$ cat src/rtl/mem_access_unit.sv
// Load/store sequencer between the MEM-stage pipeline register and a word-wide data RAM.
// Sub-word stores use read-modify-write; loads are lane-selected and sign/zero-extended.
module mem_access_unit #(
    parameter int ADDR_WIDTH = 32,
    parameter bit BIG_ENDIAN = 1'b0
) (
    input  logic                  clk,
    input  logic                  reset,
    input  logic                  req_valid,
    output logic                  req_ready,
    input  logic                  req_write,
    input  logic [1:0]            req_size,
    input  logic                  req_signed,
    input  logic [ADDR_WIDTH-1:0] req_addr,
    input  logic [31:0]           req_wdata,
    output logic [ADDR_WIDTH-1:0] mem_addr,
    output logic [31:0]           mem_wdata,
    output logic                  mem_write,
    output logic                  mem_read,
    input  logic [31:0]           mem_rdata,
    output logic                  resp_valid,
    output logic [31:0]           resp_rdata,
    output logic                  resp_err
);

    typedef enum logic [1:0] {
        ST_IDLE      = 2'd0,
        ST_ACCESS    = 2'd1,
        ST_WRITEBACK = 2'd2,
        ST_RESP      = 2'd3
    } state_t;

    state_t                state_q, state_d;
    logic                  write_q, write_d;
    logic [1:0]            size_q, size_d;
    logic                  signed_q, signed_d;
    logic [ADDR_WIDTH-1:0] addr_q, addr_d;
    logic [31:0]           wdata_q, wdata_d;
    logic [31:0]           merge_q, merge_d;
    logic [31:0]           resp_rdata_q, resp_rdata_d;
    logic                  resp_err_q, resp_err_d;

    logic accept_s;
    logic misalign_s;

    function automatic logic [1:0] byte_lane(input logic [1:0] a);
        byte_lane = BIG_ENDIAN ? (2'd3 - a) : a;
    endfunction

    function automatic logic half_lane(input logic a1);
        half_lane = BIG_ENDIAN ? ~a1 : a1;
    endfunction

    function automatic logic [31:0] extend_load(input logic [31:0] rdata, input logic [1:0] size,
                                                input logic sgn, input logic [1:0] a);
        logic [7:0]  b;
        logic [15:0] h;
        b = rdata[{byte_lane(a), 3'b000} +: 8];
        h = rdata[{half_lane(a[1]), 4'b0000} +: 16];
        case (size)
            2'd0:    extend_load = {{24{sgn & b[7]}}, b};
            2'd1:    extend_load = {{16{sgn & h[15]}}, h};
            default: extend_load = rdata;
        endcase
    endfunction

    function automatic logic [31:0] merge_store(input logic [31:0] old, input logic [31:0] wd,
                                                input logic [1:0] size, input logic [1:0] a);
        logic [31:0] res;
        res = old;
        case (size)
            2'd0:    res[{byte_lane(a), 3'b000} +: 8] = wd[7:0];
            2'd1:    res[{half_lane(a[1]), 4'b0000} +: 16] = wd[15:0];
            default: res = wd;
        endcase
        merge_store = res;
    endfunction

    assign accept_s   = req_valid && req_ready;
    assign misalign_s = (req_size == 2'd3) ||
                        ((req_size == 2'd1) && req_addr[0]) ||
                        ((req_size == 2'd2) && (req_addr[1:0] != 2'b00));

    // State register
    always_ff @(posedge clk) begin
        if (reset) begin
            state_q <= ST_IDLE;
        end else begin
            state_q <= state_d;
        end
    end

    // Request latch, merge buffer and held response registers
    always_ff @(posedge clk) begin
        if (reset) begin
            write_q      <= 1'b0;
            size_q       <= 2'd0;
            signed_q     <= 1'b0;
            addr_q       <= '0;
            wdata_q      <= 32'h0000_0000;
            merge_q      <= 32'h0000_0000;
            resp_rdata_q <= 32'h0000_0000;
            resp_err_q   <= 1'b0;
        end else begin
            write_q      <= write_d;
            size_q       <= size_d;
            signed_q     <= signed_d;
            addr_q       <= addr_d;
            wdata_q      <= wdata_d;
            merge_q      <= merge_d;
            resp_rdata_q <= resp_rdata_d;
            resp_err_q   <= resp_err_d;
        end
    end

    // Next-state logic
    always_comb begin
        state_d = state_q;
        case (state_q)
            ST_IDLE: begin
                if (accept_s) begin
                    state_d = misalign_s ? ST_RESP : ST_ACCESS;
                end else begin
                    state_d = ST_IDLE;
                end
            end
            ST_ACCESS: begin
                if (write_q && (size_q != 2'd2)) begin
                    state_d = ST_WRITEBACK;
                end else begin
                    state_d = ST_RESP;
                end
            end
            ST_WRITEBACK: state_d = ST_RESP;
            ST_RESP:      state_d = ST_IDLE;
            default:      state_d = ST_IDLE;
        endcase
    end

    // Datapath register updates; response registers change only on entry to RESP
    always_comb begin
        write_d      = write_q;
        size_d       = size_q;
        signed_d     = signed_q;
        addr_d       = addr_q;
        wdata_d      = wdata_q;
        merge_d      = merge_q;
        resp_rdata_d = resp_rdata_q;
        resp_err_d   = resp_err_q;
        case (state_q)
            ST_IDLE: begin
                if (accept_s) begin
                    write_d  = req_write;
                    size_d   = req_size;
                    signed_d = req_signed;
                    addr_d   = req_addr;
                    wdata_d  = req_wdata;
                    if (misalign_s) begin
                        resp_rdata_d = 32'h0000_0000;
                        resp_err_d   = 1'b1;
                    end else begin
                        resp_err_d   = resp_err_q;
                    end
                end else begin
                    write_d = write_q;
                end
            end
            ST_ACCESS: begin
                if (!write_q) begin
                    resp_rdata_d = extend_load(mem_rdata, size_q, signed_q, addr_q[1:0]);
                    resp_err_d   = 1'b0;
                end else if (size_q == 2'd2) begin
                    resp_rdata_d = 32'h0000_0000;
                    resp_err_d   = 1'b0;
                end else begin
                    merge_d = mem_rdata;
                end
            end
            ST_WRITEBACK: begin
                resp_rdata_d = 32'h0000_0000;
                resp_err_d   = 1'b0;
            end
            ST_RESP: begin
                merge_d = merge_q;
            end
            default: begin
                merge_d = merge_q;
            end
        endcase
    end

    // Outputs; RAM strobes are gated by reset so an aborted access never writes
    always_comb begin
        mem_addr   = '0;
        mem_wdata  = 32'h0000_0000;
        mem_write  = 1'b0;
        mem_read   = 1'b0;
        resp_valid = 1'b0;
        req_ready  = 1'b0;
        case (state_q)
            ST_IDLE: begin
                req_ready = !reset;
            end
            ST_ACCESS: begin
                mem_addr = {addr_q[ADDR_WIDTH-1:2], 2'b00};
                mem_read = !reset;
                if (write_q && (size_q == 2'd2)) begin
                    mem_wdata = wdata_q;
                    mem_write = !reset;
                end else begin
                    mem_write = 1'b0;
                end
            end
            ST_WRITEBACK: begin
                mem_addr  = {addr_q[ADDR_WIDTH-1:2], 2'b00};
                mem_wdata = merge_store(merge_q, wdata_q, size_q, addr_q[1:0]);
                mem_write = !reset;
            end
            ST_RESP: begin
                resp_valid = 1'b1;
            end
            default: begin
                req_ready = 1'b0;
            end
        endcase
    end

    assign resp_rdata = resp_rdata_q;
    assign resp_err   = resp_err_q;

endmodule

$ cat config.mk
export PLATFORM = sky130hd
export DESIGN_NAME = mem_access_unit
export DESIGN_NICKNAME = d
export VERILOG_FILES = /design/src/rtl/mem_access_unit.sv
export SDC_FILE = /design/constraint.sdc
export NUM_CORES = 1
export LEC_CHECK = 0
export CORE_UTILIZATION = 56
export DETAILED_ROUTE_END_ITERATION = 10
export DONT_BUFFER_PORTS = 1
export PLACE_DENSITY = 0.71
export REMOVE_ABC_BUFFERS = 1
export SYNTH_ARGS = -nofsm -noshare
export SYNTH_HDL_FRONTEND = slang
export SYNTH_SLANG_ARGS = --single-unit
$ cat constraint.sdc
create_clock -name clk -period 3.49 [get_ports clk]
set_input_delay 0.1745 -clock clk [delete_from_list [all_inputs] [get_ports clk]]
set_output_delay 0.1745 -clock clk [all_outputs]
set_load 0.005 [all_outputs]
Yosys cells after proc, flatten, opt, wreduce, memory -nomap -nowiden
Index checks and enable logic that the tools add are counted.
Operators by class
  add/sub/neg operators: 2
  eq/ne operators: 12
  shifts and indexed selects: 6
  muxes and demuxes: 26
  bitwise gates (word level): 3
  reduce and logical (&&, ||, !) cells: 16
Operators by type and width (number)
  2-to-1 mux 32 bit: 6
  one-hot mux 32 bit (2 select lines): 3
  one-hot mux 32 bit (3 select lines): 1
  bitwise mux 32 bit: 2
  variable shift 16 x 7 -> 32 bit (first input constant): 1
  variable shift 8 x 7 -> 32 bit (first input constant): 1
  variable part select 16 x 7 -> 32 bit: 1
  variable part select 32 x 6 -> 16 bit: 1
  variable part select 32 x 6 -> 8 bit: 1
  variable part select 8 x 7 -> 32 bit: 1
  negator 5 -> 7 bit: 2
  == test 2 bit (second input constant): 5
  2-to-1 mux 1 bit: 9
  one-hot mux 2 bit (4 select lines): 1
  == test 2 x 1 -> 1 bit (second input constant): 3
  != test 2 bit (second input constant): 3
  logical AND 1 bit: 5
  logical NOT 2 bit: 2
  2-to-1 mux 2 bit: 2
  AND reduction 4 bit: 1
  != test 3 bit (second input constant): 1
  one-hot mux 1 bit (3 select lines): 1
  AND reduction 3 bit: 1
  nonzero test 3 bit: 1
  8 further kinds: 10
Storage, ports and cells
  bits in registers: 135
  bits of input ports: 103
  output and inout bits: 101
  logic and storage cells: 74

Longest topological paths before layout
Gate-level depths: netlist (run 1).
  word-level depth: 7
  mapped depth: 10
  depth with buffers taken out: 6

Worst setup path after synthesis (run 1)
Ideal clock, no wire load.
  path type: register to output
  start point: register addr_q[1]
  end point: output port mem_wdata[10]
  arrival time: 2.000 ns
  data required time: 3.316 ns
  slack: 1.316 ns
  cell stages (with the launch flop): 10
  buffers on the path: 3
  cell sequence: dfxtp_1 buf_2 buf_4 inv_2 ha_1 and4bb_1 clkbuf_1 nand3_1 a211o_1 a21oi_1
On the way
  cells in the longest elaborated chain, start to end: 5
  elaborated cells between the ends (all ways): 10
  classes of those cells: add/sub: 2; shift: 4; mux: 4
Ends and longest elaborated chain
  start: declaration: RTL line 37  | logic [ADDR_WIDTH-1:0] addr_q, addr_d;
  start signal: assignment: RTL line 108  | addr_q <= addr_d;
  negator 5 -> 7 bit (on tied branches): RTL line 73, 72
  variable part select 16 x 7 -> 32 bit, or another cell as far along: RTL line 73  | 2'd1: res[{half_lane(a[1]), 4'b0000} +: 16] = wd[15:0];
  bitwise mux 32 bit (on tied branches): RTL line 73, 72
  one-hot mux 32 bit (2 select lines) (*): RTL line 71  | case (size)
  one-hot mux 32 bit (2 select lines) (*): RTL line 200  | case (state_q)
  end: declaration: RTL line 17  | output logic [31:0] mem_wdata,
Every way passes the cells marked *; elsewhere a longest branch is shown, timed or not.

Worst setup path in the final report (run 1)
  start point: register size_q[1]
  end point: output port mem_wdata[30]
On the way
  cells in the longest elaborated chain, start to end: 4
  elaborated cells between the ends (all ways): 7
  classes of those cells: eq/ne: 2; mux: 3; reduce/logical: 2
Ends and longest elaborated chain
  start: declaration: RTL line 35  | logic [1:0] size_q, size_d;
  start signal: assignment: RTL line 106  | size_q <= size_d;
  == test 2 bit: RTL line 207  | if (write_q && (size_q == 2'd2)) begin
  logical AND 1 bit: RTL line 207
  2-to-1 mux 32 bit: RTL line 207
  one-hot mux 32 bit (2 select lines) (*): RTL line 200
Marked as above.

==> results of run 1 <==
state kept, by name, summed over array words and instances, names as in the netlist:
register    flops
addr_q         32
merge_q        32
resp_err        1
resp_rdata     32
signed_q        1
size_q          2
state_q         2
wdata_q        32
write_q         1
cell usage in the layout (no fill, tap or decap), types with 12 or more instances in the layout:
cell           instances
nand3b_1              61
inv_1                 15
a21oi_1               91
o2bb2ai_1             23
nor2b_1               29
mux2_1                12
o21ai_0               18
nand3_1               14
buf_4                 12
and2_1                49
dlygate4sd3_1        101
dfxtp_1              135
o221ai_1              16
nand2_1              209
clkbuf_16             17
routing by layer:
metal,track usage,share of wire,up-vias
met3,0.0742,0.086,75
li1,-,-,3338
met4,0.172,0.033,0
met1,0.419,0.39,3425
met5,0,0,-
met2,0.557,0.49,419
cell families after synthesis:
kind of cell,count (synthesis),share of synthesized area
buffers and inverters,98,0.0580
AND/OR/NAND/NOR,392,0.274
other,1,0.000505
flip-flops,135,0.364
AO/OA/AOI/OAI,253,0.249
multiplexers,25,0.0376
adder cells (fa/ha/maj),10,0.0169
layout make-up:
type | count | area [µm²]
clock buffers | 19 | 433
repair buffers | 114 | 1130
clock inverters | 12 | 129
inverters | 17 | 63.8
well taps | 172 | 215
multi-input cells | 682 | 4300
fillers | 974 | 3800
flip-flops and latches | 135 | 2700
per-stage QoR:
step           cells   util  hold WS [ps]  instance area (µm²)
2_1_floorplan    834      -           244                 7060
3_5_place_dp    1018  0.577           262                 7380
5_1_grt         1151  0.703          19.7                 8980
3_3_place_gp    1018  0.577           260                 7380
6_report        1151  0.703          14.5                 8980
4_1_cts         1151  0.703          3.38                 8980
worst max-delay path by stage:
| stage | startpoint | end | slack, ps | depth (start not counted) |
|---|---|---|---|---|
| after floorplan | state_q[0]$_SDFF_PP0_ | addr_q[0]$_SDFFE_PP0P_ | 4 | 6 |
| after global placement | size_q[1]$_SDFFE_PP0P_ | mem_wdata[24] | 1010 | 5 |
| after detailed placement | state_q[1]$_SDFF_PP0_ | resp_rdata[31]$_SDFFE_PP0P_ | 820 | 7 |
| after CTS | size_q[1]$_SDFFE_PP0P_ | mem_wdata[30] | 460 | 5 |
| after global routing | size_q[1]$_SDFFE_PP0P_ | mem_wdata[29] | 220 | 5 |
| final | size_q[1]$_SDFFE_PP0P_ | mem_wdata[30] | 400 | 5 |
power breakdown:
part,switching [mW],internal (mW)
clock,0.700,1.05
combinational,0.847,0.477
sequential,0.177,1.70
total,1.72,3.23
timing repair:
action	in CTS	in global routing
hold endpoints to repair	126	0
hold buffers	102	0
resized for setup	0	0
==> flow_summary.toml, run 1 <==
[worst_setup_path]
critPathLaunchType = "flip-flop"
end_kind = "output pin"
crit_buf_inv = 1
cp.arrival_ps = 2920
crit_top_cell = "a21oi_1"
worst_r2r_path_depth = 5
rr_endpoint = "merge_q[20]$_SDFFE_PP0P_"
critPathTopFamily = "flip-flops"
critical_path.max_fanout = 25
slowest_delay_ps = 970
worstPathCellList = "or2_1 -> buf_4 -> a21oi_1 -> a21oi_1 -> o21a_1"
path_class = "reg2out"
critical_path_required_ps = 3320
timing.rr.start = "size_q[0]$_SDFFE_PP0P_"
r2r_setup_slack_ps = 530
critPathSlowestCell = "dfxtp_1"

[pwr]
cellLeakagePower_nw = 3.41
total_power_mw = 4.95
cellPowerDensity_nw_per_um2 = 552
ir_worst_vdd_mv = 0.518

[sta]
finalHoldViolations = 0
slew_violations = 0
fin_crit_sh = 0.885
setup_ws_ps = 400
setup_viol = 0
tightest_slew_ps = 1110
fin_setup_tns_ps = 0
period_minus_slack_ps = 3090
fmax_ghz = 0.324
maxSlewHeadroom = 0.254
rsz0062_at_grt = "false"
clock-skew-final_ps = 7.05

[synth]
ys_top_cells_by_count = "209 x nand2_1, 135 x dfxtp_1, 91 x a21oi_1, 61 x nand3b_1, 49 x and2_1"
synthCells = 914
synth_area_um2 = 7420
synthDistinctLibCells = 60
synthFlopType = "dfxtp_1"
netlist.area_leader.share = 0.364
synth_edf_count = 0
async_reset_ff_frac = 0
synthTopCellsByArea = "dfxtp_1 36%, nand2_1 11%, nand3b_1 6.2%"
yosysWarnings = 0
ys_ff_latch = 135
ys_seq_area_frac = 0.364
synth.most_common_cell = "nand2_1"
synth_area_per_cell_um2 = 8.12
synth_top_area_cell = "dfxtp_1"

[cts]
clock_latency_ps = 430
post_cts_buffers = 0
clock-sinks = 135
clockBufferDepth = 2
cts_tree = "done"
cts_made_buffers = 17
ctsRootBufferMaster = "clkbuf_16"
clkTransAtPathRegs_ps = 60
h-tree-depth = 4

[min_path]
holdPathEnd = "resp_rdata[7]$_SDFFE_PP0P_"
worstHoldPathCells = 2
hold_path_startpoint = "mem_rdata[7]"
min-delay-path-class = "in2reg"

[job]
maxCapViolCount = 0

[die]
fp.dieH_um = 117
core_area_um2 = 12800
boundaryPins = 204
initial_utilization = 0.581
fp.dieArea_um2 = 13700
num_rows = 41
die_w_um = 117

[global_route]
grt_max_degree = 103
grt_overflow_total = 0
grt_pass1_vias = 6837
grt_pass1_wl_mm = 35.3
grt_usage = 0.339
antenna_found_initial = 0

[final_layout]
n_antenna_cell = 0
nets = 1080
area_growth_pct = 21.0
drive_gt1_frac = 0.0848

[placement]
dp_worst_setup_slack_ps = 824
place_congestion = 0.858
dp.final_hpwl_mm = 14.6
port-buffer-count = 0

[routing]
ant_nets = 0
drc = 0
wl_per_cell_um = 20.4
dr.pass1.iters = 6
via_per_inst = 6.30
drt_iter0_drc = 746
vias = 7257
drt-total-wl_mm = 23.4

[status]
outcome = "completed"
(Power assumes the default switching activity.)
==> inputs of run 2 (changes only) <==
--- a/config.mk
+++ b/config.mk
@@ -5,11 +5,14 @@
 export SDC_FILE = /design/constraint.sdc
 export NUM_CORES = 1
 export LEC_CHECK = 0
-export CORE_UTILIZATION = 56
+export CELL_PAD_IN_SITES_DETAIL_PLACEMENT = 2
+export CELL_PAD_IN_SITES_GLOBAL_PLACEMENT = 2
+export CORE_UTILIZATION = 39
 export DETAILED_ROUTE_END_ITERATION = 10
 export DONT_BUFFER_PORTS = 1
-export PLACE_DENSITY = 0.71
+export PLACE_DENSITY_LB_ADDON = 0.1
 export REMOVE_ABC_BUFFERS = 1
+export SLEW_MARGIN = 20
 export SYNTH_ARGS = -nofsm -noshare
 export SYNTH_HDL_FRONTEND = slang
 export SYNTH_SLANG_ARGS = --single-unit
==> flow_summary.toml, run 2 (synthesized netlist as in run 1, its figures left out) <==
[status]
outcome = "completed"

[routing]
ant_nets = 0
dr.pass1.iters = 5
drt-total-wl_mm = 30.6
wl_per_cell_um = 25.2
vias = 7377
via_per_inst = 6.07
drc = 0
drt_iter0_drc = 373

[global_route]
grt_pass1_vias = 8154
antenna_found_initial = 0
grt_max_degree = 103
grt_pass1_wl_mm = 47.5
grt_overflow_total = 0
grt_usage = 0.316

[worst_setup_path]
critPathLaunchType = "flip-flop"
cp.arrival_ps = 3000
crit_top_cell = "inv_1"
critPathSlowestCell = "ha_2"
slowest_delay_ps = 690
critical_path.max_fanout = 27
end_kind = "output pin"
timing.rr.start = "size_q[1]$_SDFFE_PP0P_"
crit_start = "state_q[0]$_SDFF_PP0_"
critical_path_required_ps = 3320
worstPathCellList = "inv_1 -> ha_2 -> inv_1 -> nor3_4 -> a21o_1"
path_class = "reg2out"

[cts]
ctsRootBufferMaster = "clkbuf_16"
clock-sinks = 135
post_cts_buffers = 0
clock_latency_ps = 420
cts_tree = "done"
cts_made_buffers = 17
clockBufferDepth = 2
clkTransAtPathRegs_ps = 60
h-tree-depth = 4

[die]
die_w_um = 140
boundaryPins = 204
initial_utilization = 0.397
core_area_um2 = 18700
num_rows = 50
fp.dieH_um = 140
fp.dieArea_um2 = 19600

[sta]
slew_violations = 0
maxSlewHeadroom = 0.240
finalHoldViolations = 0
fin_setup_tns_ps = 0
tightest_slew_ps = 1140
period_minus_slack_ps = 3170
clock-skew-final_ps = 8.99
fmax_ghz = 0.315
rsz0062_at_grt = "false"
fin_crit_sh = 0.908
setup_viol = 0

[final_layout]
n_fill_cell = 2026
drive_gt1_frac = 0.0887
mostFrequentLayoutCell = "nand2_1"
n_antenna_cell = 0
area_growth_pct = 23.5
nets = 1081
regArea_um2 = 2700
multi_input_comb_area_um2 = 4320
finish.utilization = 0.490
final_cell_mix = "209 x nand2_1, 135 x dfxtp_1, 101 x dlygate4sd3_1"

[job]
maxCapViolCount = 0

[placement]
dp.final_hpwl_mm = 18.7
port-buffer-count = 0
place_congestion = 0.882

[pwr]
total_power_mw = 5.32
ir_worst_vdd_mv = 0.402
cellPowerDensity_nw_per_um2 = 581
cellLeakagePower_nw = 3.47

[min_path]
hold_path_startpoint = "reset"
min-delay-path-class = "in2reg"
==> run 2: where the power goes <==
| part | internal (mW) | switching (mW) | total, mW |
|---|---|---|---|
| clock | 1.23 | 0.768 | 1.99 |
| combinational | 0.484 | 0.949 | 1.43 |
| sequential | 1.70 | 0.192 | 1.90 |
==> run 2: final timing paths <==
path / end / slack (ps) / cells after the start
max: mem_wdata[0] / 320 / 5
min: state_q[1]$_SDFF_PP0_ / 30 / 2
max reg2reg: resp_rdata[3]$_SDFFE_PP0P_ / 640 / 4
min reg2reg: merge_q[9]$_SDFFE_PP0P_ / 460 / 2
==> run 2: area by class of cell <==
type / instances / area share
clock inverters: 13 / 0.0210
inverters: 17 / 0.00697
well taps: 234 / 0.0320
repair buffers: 115 / 0.125
clock buffers: 19 / 0.0483
flip-flops and latches: 135 / 0.295
multi-input cells: 682 / 0.471
==> run 2: routing by layer <==
metal	share of wire	GRT usage	vias to the layer above
li1	-	-	3339
met1	0.41	0.374	3754
met2	0.51	0.569	228
met3	0.042	0.0574	56
met4	0.028	0.115	0
met5	0	0	-
==> run 2: worst max-delay path: cells and delay by family (launching register included) <==
kind                       cells  cell delay [ps]
adders and majority gates      1              690
and+or+nand+nor                1              650
buffers and inverters          2              560
DFF                            1              380
AOI/OAI and AO/OA              1              290
==> run 2: what timing repair did <==
action / CTS / global route
endpoints found under the hold margin: 126 / 0
hold buffers: 102 / 0
gates resized for setup: 0 / 1
endpoints found under the setup margin: 0 / 1
==> run 2: stage by stage <==
stage | hold WS, ps | setup slack, ps | cells | area, µm²
floorplan | 244 | 4.37 | 834 | 7060
global placement | 263 | 803 | 1081 | 7470
detailed placement | 263 | 623 | 1081 | 7470
CTS | 0.752 | 174 | 1215 | 9150
global route | 25.1 | 211 | 1215 | 9160
finish | 27.7 | 320 | 1215 | 9160
